**src/rtl/riscv_pkg.sv**
```systemverilog
// riscv_pkg: shared constants and types for the integer register file
package riscv_pkg;
  localparam int XLEN = 32;
  localparam int REG_ADDR_W = 5;
  localparam logic [REG_ADDR_W-1:0] REG_ZERO = '0;
  typedef enum logic {RF_INIT, RF_RUN} rf_state_t;
endpackage

```
**src/rtl/reg_file_clear_fsm.sv**
```systemverilog
// reg_file_clear_fsm: post-reset clear sweep over x1..xN and ready flag
module reg_file_clear_fsm
  import riscv_pkg::*;
#(
  parameter int ADDR_W = REG_ADDR_W
) (
  input  logic              clk_i,
  input  logic              rst_ni,
  output logic              clr_en,
  output logic [ADDR_W-1:0] clr_addr,
  output logic              ready
);
  rf_state_t state, state_n;
  logic [ADDR_W-1:0] ptr, ptr_n;
  always_ff @(posedge clk_i) begin
    if (!rst_ni) begin
      state <= RF_INIT;
      ptr   <= ADDR_W'(1);
      ready <= 1'b0;
    end else begin
      state <= state_n;
      ptr   <= ptr_n;
      ready <= state_n == RF_RUN;
    end
  end
  always_comb begin
    clr_en   = state == RF_INIT;
    clr_addr = ptr;
    state_n  = clr_en && &ptr ? RF_RUN : state;
    ptr_n    = clr_en && !(&ptr) ? ptr + 1'b1 : ptr;
  end
endmodule

```
**src/rtl/reg_file.sv**
```systemverilog
// reg_file: 2R1W integer register file with sweep clear and optional write bypass
module reg_file
  import riscv_pkg::*;
#(
  parameter int DATA_W = XLEN,
  parameter int ADDR_W = REG_ADDR_W,
  parameter int BYPASS = 1
) (
  input  logic              clk_i,
  input  logic              rst_ni,
  input  logic [ADDR_W-1:0] rs1_addr_i,
  input  logic [ADDR_W-1:0] rs2_addr_i,
  output logic [DATA_W-1:0] rs1_data_o,
  output logic [DATA_W-1:0] rs2_data_o,
  input  logic              reg_write_i,
  input  logic [ADDR_W-1:0] rd_addr_i,
  input  logic [DATA_W-1:0] rd_data_i,
  output logic              ready_o
);
  logic [DATA_W-1:0] mem [2**ADDR_W];
  logic              clr_en, wb_en, hit1, hit2;
  logic [ADDR_W-1:0] clr_addr;
  reg_file_clear_fsm #(.ADDR_W(ADDR_W)) u_clear (
    .clk_i    (clk_i),
    .rst_ni   (rst_ni),
    .clr_en   (clr_en),
    .clr_addr (clr_addr),
    .ready    (ready_o)
  );
  // ready_o is high exactly in RUN, so it also gates writeback and reads
  always_comb begin
    wb_en = ready_o && reg_write_i && rd_addr_i != ADDR_W'(REG_ZERO);
    hit1  = BYPASS != 0 && wb_en && rd_addr_i == rs1_addr_i;
    hit2  = BYPASS != 0 && wb_en && rd_addr_i == rs2_addr_i;
    rs1_data_o = !ready_o || rs1_addr_i == ADDR_W'(REG_ZERO) ? '0 : hit1 ? rd_data_i : mem[rs1_addr_i];
    rs2_data_o = !ready_o || rs2_addr_i == ADDR_W'(REG_ZERO) ? '0 : hit2 ? rd_data_i : mem[rs2_addr_i];
  end
  always_ff @(posedge clk_i) begin
    if (rst_ni && clr_en) mem[clr_addr] <= '0;
    else if (rst_ni && wb_en) mem[rd_addr_i] <= rd_data_i;
  end
endmodule
```
**config.mk**
```make
export PLATFORM = sky130hd
export DESIGN_NAME = reg_file
export DESIGN_NICKNAME = d
export VERILOG_FILES = /design/src/rtl/riscv_pkg.sv /design/src/rtl/reg_file_clear_fsm.sv /design/src/rtl/reg_file.sv
export SDC_FILE = /design/constraint.sdc
export NUM_CORES = 1
export LEC_CHECK = 0
export BUFFER_PORTS_ARGS = -buffer_cell sky130_fd_sc_hd__buf_2
export CELL_PAD_IN_SITES_DETAIL_PLACEMENT = 0
export CELL_PAD_IN_SITES_GLOBAL_PLACEMENT = 1
export CORE_MARGIN = 2
export CORE_UTILIZATION = 50
export CTS_BUF_LIST = sky130_fd_sc_hd__clkbuf_8 sky130_fd_sc_hd__clkbuf_16
export CTS_CLUSTER_DIAMETER = 40
export DETAILED_ROUTE_END_ITERATION = 8
export PLACE_DENSITY = 0.71
export SYNTH_ARGS = -nofsm -noshare
export SYNTH_HDL_FRONTEND = slang
export SYNTH_SLANG_ARGS = --single-unit
```
**constraint.sdc**
```tcl
create_clock -name clk_i -period 8.7 [get_ports clk_i]
set_clock_uncertainty 0.15 [all_clocks]
set_input_delay 1.74 -clock clk_i [delete_from_list [all_inputs] [get_ports clk_i]]
set_output_delay 1.74 -clock clk_i [all_outputs]
set_load 0.005 [all_outputs]
```
==> results by group <==
Outcome
  – Status: finished clean

Synthesis
  – #FFs+latches synth: 1030
  – Leading area contributor after synthesis: edfxtp_1
  – Top_reg_cell synth: edfxtp_1
  – Mapped cell area: around 50000 um^2
  – Post-synth top cells: 1024 x edfxtp_1, 385 x mux4_2, 287 x mux2i_1, 105 x clkbuf_1, 81 x buf_2
  – Top cells by area, synth: edfxtp_1 63%, mux4_2 18%, mux2i_1 5.9%
  – Count leader, synth: edfxtp_1
  – Post-synthesis area per instance: between 15 and 20 um^2
  – Mapped Nets: roughly 2700
  – Synth warn: 0
  – Cell count after synthesis: 2657
  – Post-synth EDFFs: ~1000
  – Share of the synthesized area in the top cell type: a little over three fifths
  – Post-synth ARST share: 0%
  – Distinct cells, synth: 53
  – Sequential-to-total area share from yosys stat: a little under two thirds

Clock tree
  – Hold Buf Count CTS: 0
  – Maximum root-to-sink buffer count: 3
  – Setup bufs post-CTS: 0
  – H-tree depth: 4
  – Clock Latency Late Sink: between 0.7 and 0.8 ns
  – TritonCTS buffer count: roughly 150
  – # resized after CTS: 0
  – Root Buffer: clkbuf_16
  – Clk sinks: 1030
  – Reg clk slew, reported paths: 0.05 ns
  – CTS tree: done

Floorplan
  – Core area: about 97000 um^2
  – Rows: about 110
  – Die area: between 90000 and 100000 um^2
  – Die height: 316 um
  – Starting Density: a little over 50%
  – I/O Pins: between 100 and 150
  – Die X: about 320 um

Placement
  – Hpwl dp: 90500 um
  – PortBufs: between 100 and 150
  – Routability Congestion: between 0.8 and 0.9

Drt
  – Initial DRC count: approximately 4000
  – Antenna-violating nets left: 0
  – WL/cell: ~38 um
  – Drt first pass iters: 6
  – Residual DRC: 0
  – Via density: roughly 7.2
  – Final wirelength: between 150000 and 200000 um
  – Via count: 30200

Worst setup path
  – Worst reg-to-reg setup slack: approximately 4.2 ns
  – Crit Path Class: primary input to output pin
  – Critical path fanouts, max: 53
  – CP required: ~6.8 ns
  – CP peak stage delay: approximately 1.3 ns
  – Crit path max-delay family: simple AND/OR/NAND/NOR gates
  – Startpoint Class: primary input
  – CP endpoint kind: output pin
  – Arrival time worst endpoint: 5.54 ns
  – Critical path, cell by cell: buf_8 -> or3_2 -> o31ai_1 -> nor4_4 -> buf_4 -> a32o_1 -> buf_2
  – Slowest CP cell: nor4_4
  – WP buf/inv: 3

Global routing
  – Largest net degree at the start of global routing: 68
  – First-pass GRT wire length: around 230000 um
  – Grt ovf: 0
  – Initial antenna violation count: 10
  – Vias in the first global route: approximately 30000
  – Tot GR Track Use: between 30% and 40%

Finish
  – Area delta synth->final: 14.5%
  – Final #Nets: around 2800
  – Share of layout cells above drive strength 1: between 30% and 40%
  – Reg area: between 30000 and 40000 um^2
  – # fillers: roughly 7000
  – Multi-input gate area: between 15000 and 20000 um^2

Timing
  – RSZ-0062 raised after global routing: false
  – Slew Viols, Final: 0
  – Least-Margin Pin Slew: 1.44 ns
  – Slew HR: 3.93%
  – Final-report hold violation count: 0
  – Fin crit share: between 80 and 90%
  – Final setup vio count: 0
  – Setup_tns: 0 ns
  – Fmax: 135 MHz
  – Final min period: between 7 and 8 ns
  – Min Hold Slack: 0.428 ns

Hold path
  – Hold Path Class: register to register

Flow run
  – Max Cap Viol: 0

Power
  – Pwr Density: ~220 nW/um^2
  – Maximum vdd ir drop: between 0.00015 and 0.0002 V
  – Leakage power: ~17 nW
-- worst min-delay path, stage by stage, from the launching register on --
cell	delay, ns
dfxtp_1	0.35
o21ai_0	0.09
a21boi_0	0.08
-- cell type report --
class | instances | area share (%)
clock buffer | 150 | 6.73
sequential | 1030 | 55.3
antenna | 3 | 0.0135
inverter | 5 | 0.0336
tap | 1276 | 2.86
clock inverter | 119 | 1.92
timing repair buffer | 194 | 2.45
multi-input combinational | 1397 | 30.7
-- power breakdown --
| part | internal, mW | leakage (nW) | total [mW] | switching, mW |
|---|---|---|---|---|
| sequential | 5.44 | 8.23 | 5.46 | 0.0235 |
| clock | 3.53 | 2.37 | 5.83 | 2.30 |
| combinational | 0.292 | 6.50 | 0.755 | 0.462 |
| total | 9.25 | 17.1 | 12.0 | 2.79 |
-- final timing paths --
path                  startpoint                   to  cells after the start
min          u_clear.clr_addr[4]  u_clear.clr_addr[4]                      2
min reg2reg  u_clear.clr_addr[4]  u_clear.clr_addr[4]                      2
max                rs2_addr_i[1]       rs2_data_o[13]                      7
max reg2reg        u_clear.state           mem[26][2]                      5
-- cell families after synthesis --
logic type,after synthesis,share of synthesized area [%]
DFF,1030,63.3
muxes,707,24.6
AOI/OAI and AO/OA,462,7.42
buffers and inverters,230,2.21
and+or+nand+nor,213,2.17
xor gates and xnor gates,13,0.234
adders and majority gates,2,0.0513
-- cell usage in the layout (no fill, tap or decap), drive strengths merged, types with 3 or more instances in the layout --
cell,count
dfxtp,6
xnor2,13
a21boi,3
a32o,32
a21oi,78
nand3,5
o221ai,32
o21ai,3
buf,194
clkbuf,150
edfxtp,1024
nor2,41
nor3,3
a31oi,5
nor2b,37
bufinv,12
clkinv,51
inv,39
nand2,75
a221o,50
a22oi,63
a221oi,64
nand2b,4
o22ai,31
and2,35
clkinvlp,22
diode,3
mux2,32
mux4,385
mux2i,290
o21bai,32
a211oi,63
-- per-stage QoR --
step	power [mW]	util, %	setup slack, ns	std cells	cell area (um^2)
floorplan	6.05	-	3.29	2657	48700
global placement	6.29	52.7	1.53	3902	51000
detailed placement	6.30	52.7	1.43	3902	51000
CTS	12.1	57.7	1.42	4171	55800
global route	12.3	57.7	1.34	4171	55800
finish	12.0	57.7	1.27	4174	55800
-- per-layer routing --
metal	up-vias	global-route usage, %	part of all wire (%)
met5	-	0	0.027
met3	374	7.95	11
li1	11700	-	-
met2	2006	49.7	46
met1	16100	45.1	38
met4	6	12.1	3.7
-- flip-flops by register name, indices dropped and copies added (netlist names) --
register and count:
mem 1024, u_clear.clr_addr 5, u_clear.state 1
Note: power is estimated with default switching activity, not from simulation.
